$ cat src/rtl/adder_arb_pkg.sv
// Shared constants and types for the adder_arbiter block.
package adder_arb_pkg;

    localparam int WIDTH = 32;
    localparam int CNT_W = 16;

    typedef enum logic [1:0] {
        IDLE = 2'd0,
        CALC = 2'd1,
        RESP = 2'd2
    } state_t;

    typedef logic req_id_t;

endpackage

$ cat src/rtl/bit_32_adder.sv
// Shared 32-bit combinational adder; carry-out is not exposed.
module bit_32_adder (
    input  logic [31:0] a,
    input  logic [31:0] b,
    output logic [31:0] sum
);

    assign sum = a + b;

endmodule

$ cat src/rtl/adder_arbiter.sv
// Two-requester arbiter in front of one shared bit_32_adder.
// Optional feature macro: ADDER_ARB_RR_EN selects round-robin arbitration;
// when undefined, requester 0 has fixed priority and no pointer is built.
module adder_arbiter #(
    parameter int CNT_W = adder_arb_pkg::CNT_W
) (
    input  logic                           clk,
    input  logic                           rst,
    input  logic [1:0]                     req_valid,
    output logic [1:0]                     req_ready,
    input  logic [adder_arb_pkg::WIDTH-1:0] req_a0,
    input  logic [adder_arb_pkg::WIDTH-1:0] req_b0,
    input  logic [adder_arb_pkg::WIDTH-1:0] req_a1,
    input  logic [adder_arb_pkg::WIDTH-1:0] req_b1,
    output logic                           rsp_valid,
    input  logic                           rsp_ready,
    output logic [adder_arb_pkg::WIDTH-1:0] rsp_sum,
    output logic                           rsp_id,
    output logic [CNT_W-1:0]               op_count
);

    import adder_arb_pkg::*;

    state_t           r_state;
    logic [WIDTH-1:0] r_op_a;
    logic [WIDTH-1:0] r_op_b;
    req_id_t          r_gnt_id;
    logic             r_rsp_valid;
    logic [WIDTH-1:0] r_rsp_sum;
    req_id_t          r_rsp_id;
    logic [CNT_W-1:0] r_op_count;

    req_id_t          w_gnt;
    logic [1:0]       w_req_ready;
    logic             w_accept;
    logic [WIDTH-1:0] w_sum;

`ifdef ADDER_ARB_RR_EN
    req_id_t          r_last;

    // Tie goes to whoever was not granted last; a lone requester wins outright.
    always_comb begin
        if (req_valid == 2'b11)
            w_gnt = ~r_last;
        else
            w_gnt = req_valid[1] & ~req_valid[0];
    end

    // Pointer moves only when a request is actually accepted.
    always_ff @(posedge clk) begin
        if (rst)
            r_last <= 1'b1;
        else if (w_accept)
            r_last <= w_gnt;
    end
`else
    // Fixed priority: requester 0 wins whenever it is valid.
    always_comb begin
        w_gnt = ~req_valid[0];
    end
`endif

    // Ready only toward the granted requester, only in IDLE, only if it is valid.
    always_comb begin
        w_req_ready = 2'b00;
        if (r_state == IDLE && req_valid[w_gnt])
            w_req_ready[w_gnt] = 1'b1;
    end

    assign w_accept = |w_req_ready;

    bit_32_adder u_adder (
        .a   (r_op_a),
        .b   (r_op_b),
        .sum (w_sum)
    );

    // Request -> latch operands -> register sum -> hold response until taken.
    always_ff @(posedge clk) begin
        if (rst) begin
            r_state     <= IDLE;
            r_op_a      <= '0;
            r_op_b      <= '0;
            r_gnt_id    <= 1'b0;
            r_rsp_valid <= 1'b0;
            r_rsp_sum   <= '0;
            r_rsp_id    <= 1'b0;
            r_op_count  <= '0;
        end else begin
            case (r_state)
                IDLE: begin
                    if (w_accept) begin
                        r_op_a   <= w_gnt ? req_a1 : req_a0;
                        r_op_b   <= w_gnt ? req_b1 : req_b0;
                        r_gnt_id <= w_gnt;
                        r_state  <= CALC;
                    end
                end
                CALC: begin
                    r_rsp_sum   <= w_sum;
                    r_rsp_id    <= r_gnt_id;
                    r_rsp_valid <= 1'b1;
                    r_state     <= RESP;
                end
                RESP: begin
                    if (rsp_ready) begin
                        r_rsp_valid <= 1'b0;
                        if (r_op_count != '1)
                            r_op_count <= r_op_count + CNT_W'(1);
                        r_state <= IDLE;
                    end
                end
                default: r_state <= IDLE;
            endcase
        end
    end

    assign req_ready = w_req_ready;
    assign rsp_valid = r_rsp_valid;
    assign rsp_sum   = r_rsp_sum;
    assign rsp_id    = r_rsp_id;
    assign op_count  = r_op_count;

endmodule

$ cat config.mk
export PLATFORM = sky130hd
export DESIGN_NAME = adder_arbiter
export DESIGN_NICKNAME = d
export VERILOG_FILES = /design/src/rtl/adder_arb_pkg.sv /design/src/rtl/bit_32_adder.sv /design/src/rtl/adder_arbiter.sv
export SDC_FILE = /design/constraint.sdc
export NUM_CORES = 1
export LEC_CHECK = 0
export ABC_AREA = 1
export CAP_MARGIN = 10
export CORE_MARGIN = 10
export CORE_UTILIZATION = 50
export CTS_CLUSTER_SIZE = 8
export DETAILED_ROUTE_END_ITERATION = 10
export PLACE_DENSITY = 0.9
export SYNTH_ARGS = -nofsm -noshare
export SYNTH_HDL_FRONTEND = slang
export SYNTH_HIERARCHICAL = 1
export SYNTH_SLANG_ARGS = --single-unit
$ cat constraint.sdc
create_clock -name clk -period 2.52 [get_ports clk]
set_input_delay 0.504 -clock clk [delete_from_list [all_inputs] [get_ports clk]]
set_output_delay 0.504 -clock clk [all_outputs]
set_load 0.01 [all_outputs]
* Word level (Yosys, flattened, before mapping)
Cells that the tools add are included.
** Operators by class
- Add/subtract/negate cells :: 2
- Magnitude comparators :: 2
- Equality and inequality tests :: 5
- Multiplexer cells :: 12
- Bitwise operators :: 1
- Reduce and logical (&&, ||, !) cells :: 9
** Operators by type and width (number)
- $mux W32 :: 2
- $add A32 B32 Y32 :: 1
- $add A16 B1 Y16 const B :: 1
- $ne A16 B16 Y1 const B :: 1
- $mux W2 :: 3
- $pmux W2 S3 :: 1
- $reduce_and A2 Y1 :: 3
- $mux W1 :: 4
- $ne A2 B2 Y1 const B :: 2
- $reduce_and A3 Y1 :: 1
- $eq A2 B1 Y1 const B :: 1
- $eq A2 B2 Y1 const B :: 1
- $logic_and A1 B1 Y1 :: 2
- $logic_not A2 Y1 :: 1
- $lt A1 B2 Y1 const B :: 1
- $pmux W1 S2 :: 1
- $reduce_bool A2 Y1 :: 1
- $reduce_or A2 Y1 :: 1
- $demux W1 S1 :: 1
- $ge A1 B1 Y1 const B :: 1
- $not A1 Y1 :: 1
** Storage, ports and cells
- Register bits :: 117
- Bits of input ports :: 133
- Output and inout bits :: 52
- Word-level logic and storage cells :: 39

* Longest topological paths before layout
Gate-level depths: netlist (run 1).
- Word-level depth :: 9
- Gate-level depth with buffers :: 14
- Gate-level depth less buffers :: 14

* Modules after synthesis
The synthesis (run 1) kept the hierarchy.
** Modules (own cells, without submodules)
- adder_arbiter :: instances 1, cells each 649, area an instance 4728.3 µm², sequential area each 2342.2 µm²
- bit_32_adder :: instances 1, cells each 494, area an instance 2384.8 µm², sequential area each 0.0 µm²

* Worst setup path after synthesis (run 1)
No wires, ideal clock.
- Path type :: flip-flop to flip-flop
- From :: register r_op_a[0]
- To :: register r_rsp_sum[28], in the netlist rsp_sum[28]
- Library setup time :: 0.116 ns
- Arrival time :: 1.724 ns
- Data required time :: 2.404 ns
- Path slack :: 0.680 ns
- Cell stages (with the launch flop) :: 15
- Buffers on the path :: 0
- Period minus slack after synthesis :: 1.840 ns
- Cell sequence :: dfxtp_1 ha_1 fa_1 nand3_1 nand3_2 nand2_1 nand2_2 nand2_1 nand2_2 nand2_1 nand2_1 nand2_1 nand2_1 nor2_1 nor2_1
** Between the ends
- Word-level cells in the longest chain between the ends :: 1
** Ends and longest elaborated chain
- start, declared :: RTL line adder_arbiter.sv:25 : logic [WIDTH-1:0] r_op_a;
- start signal, assigned :: RTL line adder_arbiter.sv:93 : r_op_a <= w_gnt ? req_a1 : req_a0;
- $add A32 B32 Y32 :: RTL line bit_32_adder.sv:8 : assign sum = a + b;
- net w_sum[28] :: RTL line adder_arbiter.sv:36 : logic [WIDTH-1:0] w_sum;
- end signal, assigned :: RTL line adder_arbiter.sv:100 : r_rsp_sum <= w_sum;
- end, declared :: RTL line adder_arbiter.sv:29 : logic [WIDTH-1:0] r_rsp_sum;
The timed path passes the listed nets, and every way through them passes these cells.
A chain may end at the register's enable or synchronous reset.

* Worst setup path after layout (run 1)
- From :: input port req_valid[0]
- To :: output port req_ready[1]
** Between the ends
- Word-level cells in the longest chain between the ends :: 6
- Elaborated cells on any way between the ends :: 10
- Classes of those cells :: order compare (2); mux (5); bitwise (1); reduce/logical (2)
** Ends and longest elaborated chain
- start, declared :: RTL line adder_arbiter.sv:9 : input logic [1:0] req_valid,
- $not A1 Y1 :: RTL line adder_arbiter.sv:59 : w_gnt = ~req_valid[0];
- $lt A1 B2 Y1 (not written as such) / $ge A1 B1 Y1 (equally long branches) :: RTL line adder_arbiter.sv:67 : w_req_ready[w_gnt] = 1'b1;
- $logic_and A1 B1 Y1 (not written as such) :: RTL line adder_arbiter.sv:67
- $mux W1 (not written as such) :: RTL line adder_arbiter.sv:67
- $demux W1 S1 :: RTL line adder_arbiter.sv:67
- $mux W2 (*) :: RTL line adder_arbiter.sv:66 : if (r_state == IDLE && req_valid[w_gnt])
- end, declared :: RTL line adder_arbiter.sv:10 : output logic [1:0] req_ready,
Every way passes the cells marked *; elsewhere a longest branch is shown, timed or not. The select of a mux whose other input is x is not followed.

==> results of run 1 <==
## routing by layer
layer  part of all wire  vias to the layer above
li1                   -                     3936
met1               0.44                     3434
met2               0.45                      255
met3              0.093                       32
met4              0.019                        0
met5                  0                        -
## cell usage after synthesis (7+ instances only)
cell type | number | share of area
a21oi_1 | 34 | 0.024
a31oi_1 | 64 | 0.056
buf_2 | 12 | 0.0084
buf_4 | 8 | 0.0084
clkbuf_1 | 19 | 0.010
dfxtp_1 | 117 | 0.33
ha_1 | 32 | 0.056
inv_1 | 125 | 0.066
nand2_1 | 449 | 0.24
nand2_2 | 17 | 0.015
nand3_1 | 39 | 0.027
nor2_1 | 132 | 0.070
nor2_2 | 7 | 0.0062
o21ai_0 | 34 | 0.024
xor2_1 | 14 | 0.017
## power by group through the flow
stage / Clock (mW) / Combinational, mW / Sequential (mW)
detailed placement: 0 / 1.26 / 2.15
global route: 2.34 / 1.41 / 2.13
CTS: 2.26 / 1.27 / 2.11
global placement: 0 / 1.24 / 2.15
finish: 2.23 / 1.27 / 2.11
floorplan: 0 / 0.721 / 2.15
## how the worst max path moves through the flow
stage | cells past startpoint | to | startpoint
finish | 4 | req_ready[1] | req_valid[0]
global route | 4 | req_ready[0] | req_valid[0]
CTS | 4 | req_ready[1] | req_valid[0]
detailed placement | 4 | req_ready[1] | req_valid[0]
global placement | 4 | req_ready[1] | req_valid[0]
floorplan | 14 | rsp_sum[28]$_SDFFE_PP0P_ | r_op_a[0]$_SDFFE_PP0P_
## sequential cells by signal, indices dropped and copies added (netlist names)
name and cells:
rsp_id 1, op_count 16, r_op_a 32, rsp_valid 1
r_gnt_id 1, rsp_sum 32, r_state 2, r_op_b 32
## stage by stage
step	hold WS [ns]	power, mW	instances	setup slack (ns)
finish	0.4707	5.615	1503	0.1391
global route	0.4916	5.879	1503	0.06540
CTS	0.4717	5.642	1503	0.1147
detailed placement	0.4629	3.405	1471	0.1154
global placement	0.4544	3.385	1471	0.1161
floorplan	0.4457	2.869	1143	0.6801
## logic make-up after synthesis
family,share of synthesized area
adders and majority gates,0.05910
and+or+nand+nor,0.3810
buffers and inverters,0.09974
AOI/OAI and AO/OA,0.1112
DFF,0.3293
xor gates and xnor gates,0.01970
## critical path, cell delays in order
cell	delay, ns
clkdlybuf4s50_1	0.59
o21ai_4	0.12
nor2_4	0.10
clkdlybuf4s50_1	0.56
## layout make-up
cell class / count / share of cell area
Multi-Input combinational cell: 855 / 0.4266
Inverter: 129 / 0.05064
Clock inverter: 15 / 0.01295
Tap cell: 180 / 0.02355
Timing Repair Buffer: 190 / 0.1968
Sequential cell: 117 / 0.2450
Clock buffer: 17 / 0.04449
==> flow_summary.json, run 1 <==
{
  "htree_num_levels": 4,
  "swShare": 0.3125,
  "antenna_found_initial": 0,
  "die_y_um": 139.3,
  "use_met2": 0.3406,
  "postLayoutCoreUtil": 0.6862,
  "grt.met1_usage": 0.2607,
  "antenna_left": 0,
  "reg2reg_to": "rsp_sum[28]$_SDFFE_PP0P_",
  "layout.nets": 1476,
  "setup-tns-final_ns": 0,
  "die_w_um": 139.3,
  "holdPathEnd": "r_gnt_id$_SDFFE_PP0P_",
  "final_cell_mix": "449 x nand2_1, 183 x clkdlybuf4s50_1, 132 x nor2_1",
  "syn_to_final_growth_pct": 34.42,
  "drive_gt1_frac": 0.06047,
  "fillers": 1176,
  "drt-wirelength-per-cell_um": 14.20,
  "multi_input_area_mm2": 0.004079,
  "ys_seq_area_frac": 0.3293,
  "worstSetupEndpointType": "output pin",
  "place_area_mm2": 0.009012,
  "start_util": 0.5105,
  "clock_path_buffers": 2,
  "synth.ff_latch_count": 117,
  "grt_overflow": 0,
  "clock_sinks": 117,
  "rsz0062_at_grt": "no",
  "syn_area_per_cell_um2": 6.223,
  "die_area_mm2": 0.01940,
  "use_met3": 0.07043,
  "critPathRequiredTime_ns": 2.02,
  "power.internal_mw": 3.860,
  "period_minus_slack_ns": 2.381,
  "fmax_mhz": 420.0,
  "synthesis.area_mm2": 0.007113,
  "syn_nets": 1309,
  "hold_buffers": 0,
  "synth-edff-count": 0,
  "combPwrFrac": 0.227,
  "cts_buffers": 17,
  "max_slew.worst_pin.slew_ns": 0.7390,
  "clk_latency_ns": 0.43,
  "async_flop_share": 0,
  "wirelength_um": 21350,
  "worst_clock_skew_ns": 0.009465,
  "ir_drop_uv": 465.5,
  "switchingPower_mw": 1.755,
  "grt_pass1_wl_um": 34730,
  "slew_viol_final": 0,
  "clk_pin_slew_ns": 0.05,
  "grt_util_all_layers": 0.2128,
  "setup_viol": 0,
  "cp.arrival_ns": 1.88,
  "root_buffer": "clkbuf_16",
  "start_kind": "input port",
  "crit_fanout": 3,
  "hold_path_class": "flop to flop",
  "vias": 7657,
  "ff_latch_area_mm2": 0.002342,
  "ys.flop_type": "dfxtp_1",
  "synthCells": 1143,
  "period_share": 0.9448,
  "power.leakage_nw": 4.479,
  "post-cts-setup-buffer-count": 0,
  "portBuffers": 184,
  "gr-max-usage-layer": "met2",
  "max_cap_viol_count": 0,
  "ctsResizeCount": 0,
  "pwr-share-seq": 0.376,
  "first_pass_iters": 7,
  "r2r_start": "r_op_a[0]$_SDFFE_PP0P_",
  "power.density_mw_per_mm2": 587.2,
  "detailed_place_hpwl_um": 16660,
  "vias_per_cell": 5.094,
  "grt_max_degree": 71,
  "mostFrequentLayoutCell": "nand2_1",
  "slew_headroom": 0.5073,
  "hold_depth": 2,
  "critPathKind": "input port to output pin",
  "hold_violations": 0,
  "status": "finished clean",
  "core_area_mm2": 0.01393,
  "yosysUniqueCellTypes": 32,
  "tritoncts": "done",
  "reg2reg_depth": 14,
  "r2r_slack_ns": 0.38,
  "io_pins": 185,
  "fin_area_mm2": 0.009562,
  "diodes": 0,
  "pwr-share-clk": 0.397,
  "grt_pass1_vias": 7120,
  "initialDrtViolationCount": 513,
  "core.rowCount": 43,
  "ys_warn_count": 6,
  "drcViolationCount": 0,
  "min_from": "r_gnt_id$_SDFFE_PP0P_",
  "place.gp.congestion": 0.9381
}
No activity file was read; power rests on OpenSTA's default activity.
==> run 2, diff against run 1 <==
--- a/config.mk
+++ b/config.mk
@@ -7,11 +7,13 @@
 export LEC_CHECK = 0
 export ABC_AREA = 1
 export CAP_MARGIN = 10
-export CORE_MARGIN = 10
-export CORE_UTILIZATION = 50
+export CELL_PAD_IN_SITES_DETAIL_PLACEMENT = 1
+export CELL_PAD_IN_SITES_GLOBAL_PLACEMENT = 1
+export CORE_MARGIN = 3
+export CORE_UTILIZATION = 34
 export CTS_CLUSTER_SIZE = 8
 export DETAILED_ROUTE_END_ITERATION = 10
-export PLACE_DENSITY = 0.9
+export PLACE_DENSITY = 0.82
 export SYNTH_ARGS = -nofsm -noshare
 export SYNTH_HDL_FRONTEND = slang
 export SYNTH_HIERARCHICAL = 1
==> flow_summary.json, run 2 (synthesized netlist as in run 1, its figures left out) <==
{
  "first_pass_iters": 4,
  "hold_buffers": 0,
  "vias": 7705,
  "drt-wirelength-per-cell_um": 15.35,
  "place.gp.congestion": 0.9008,
  "wirelength_um": 24470,
  "cts_buffers": 17,
  "hold_path_class": "flop to flop",
  "critPathKind": "input port to output pin",
  "cp.arrival_ns": 1.94,
  "ctsResizeCount": 0,
  "swShare": 0.3001,
  "root_buffer": "clkbuf_16",
  "initialDrtViolationCount": 345,
  "detailed_place_hpwl_um": 18810,
  "portBuffers": 184,
  "period_share": 0.9706,
  "period_minus_slack_ns": 2.446,
  "fin_ws_ns": 0.07407,
  "fmax_mhz": 408.8,
  "drive_gt1_frac": 0.06118,
  "die_y_um": 150.6,
  "start_util": 0.3493,
  "dp_slack_ns": 0.06841,
  "tritoncts": "done",
  "final_cell_mix": "449 x nand2_1, 183 x clkdlybuf4s50_1, 132 x nor2_1",
  "mostFrequentLayoutCell": "nand2_1",
  "max_slew.worst_pin.slew_ns": 0.7809,
  "die_area_mm2": 0.02269,
  "io_pins": 185,
  "clk_pin_slew_ns": 0.05,
  "clock_sinks": 117,
  "syn_to_final_growth_pct": 37.22,
  "critPathMaxStageDelay_ns": 0.60,
  "critPathRequiredTime_ns": 2.02,
  "grt_max_degree": 71,
  "worst_clock_skew_ns": 0.01045,
  "grt_overflow": 0,
  "vias_per_cell": 4.834,
  "slew_viol_final": 0,
  "grt_pass1_wl_um": 40140,
  "die_w_um": 150.6,
  "pwr-share-seq": 0.355,
  "grt_pass1_vias": 8205,
  "start_kind": "input port",
  "pwr-share-clk": 0.425,
  "cp_common_cell": "clkdlybuf4s50_1",
  "power.leakage_nw": 4.513,
  "post-cts-setup-buffer-count": 0,
  "htree_num_levels": 4,
  "grt_util_all_layers": 0.2205,
  "power.density_mw_per_mm2": 611.8,
  "cp_cell_sequence": "clkdlybuf4s50_1, o21ai_4, nor2_4, clkdlybuf4s50_1",
  "antenna_found_initial": 0,
  "combPwrFrac": 0.219,
  "slew_headroom": 0.4794,
  "worstSetupEndpointType": "output pin",
  "clk_latency_ns": 0.43,
  "fillers": 2652,
  "rsz0062_at_grt": "no",
  "switchingPower_mw": 1.792,
  "max_cap_viol_count": 0,
  "setup-tns-final_ns": 0,
  "power.internal_mw": 4.179,
  "diodes": 0,
  "setup_viol": 0,
  "antenna_left": 0,
  "hold_violations": 0,
  "ir_drop_uv": 438.2,
  "core.rowCount": 52,
  "crit_fanout": 4,
  "cp_slowest_cell": "clkdlybuf4s50_1",
  "core_area_mm2": 0.02036,
  "drcViolationCount": 0,
  "clock_path_buffers": 2,
  "status": "finished clean",
  "r2r_slack_ns": 0.31,
  "layout.nets": 1477
}
[run 2: cell count changes in the layout (fill, tap and decap cells not counted), sizes merged]
cell and delta:
clkbuf +1, inv -3, bufinv +3, clkinvlp +2, buf +1, clkinv -3
[run 2: power by group through the flow]
stage,combinational (mW),clock [mW],sequential [mW]
after floorplan,0.721,0,2.15
after global placement,1.28,0,2.16
after detailed placement,1.31,0,2.16
after CTS,1.32,2.59,2.12
after global routing,1.47,2.67,2.14
final,1.31,2.54,2.12
[run 2: metal layers]
metal	global-route usage	share of wire	wire, um
met2	0.3615	0.46	11190
met5	0	0	0
met1	0.2927	0.46	11340
met4	0.06120	0.017	412
met3	0.04907	0.062	1524
[run 2: worst max-delay path, delay by kind of cell]
family | cells | cell delay [ns]
buf+inv | 2 | 1.16
simple gates | 1 | 0.15
compound gates | 1 | 0.13
[run 2: final timing paths]
kind                     startpoint                       end  cells after the start
max                    req_valid[0]              req_ready[1]                      4
min          rsp_valid$_SDFFE_PP0P_    rsp_valid$_SDFFE_PP0P_                      2
max reg2reg  r_op_a[0]$_SDFFE_PP0P_  rsp_sum[28]$_SDFFE_PP0P_                     14
min reg2reg  rsp_valid$_SDFFE_PP0P_    rsp_valid$_SDFFE_PP0P_                      2
[run 2: per-stage QoR]
step           area [um2]  power [mW]  hold WS [ns]  std cells  utilization
2_1_floorplan        7113       2.869        0.4457       1143            -
3_3_place_gp         9145       3.437        0.4626       1562       0.4491
3_5_place_dp         9145       3.465        0.4711       1562       0.4491
4_1_cts              9761       6.037        0.4808       1594       0.4793
5_1_grt              9761       6.279        0.5157       1594       0.4793
6_report             9761       5.972        0.4776       1594       0.4793
[run 2: area by class of cell]
type / instances / area [um2] / area share
Tap cell: 270 / 337.8 / 0.03461
Timing Repair Buffer: 191 / 1902 / 0.1948
Inverter: 129 / 484.2 / 0.04961
Sequential cell: 117 / 2342 / 0.2400
Multi-Input combinational cell: 855 / 4079 / 0.4179
Clock buffer: 18 / 439.2 / 0.04499
Clock inverter: 14 / 176.4 / 0.01807
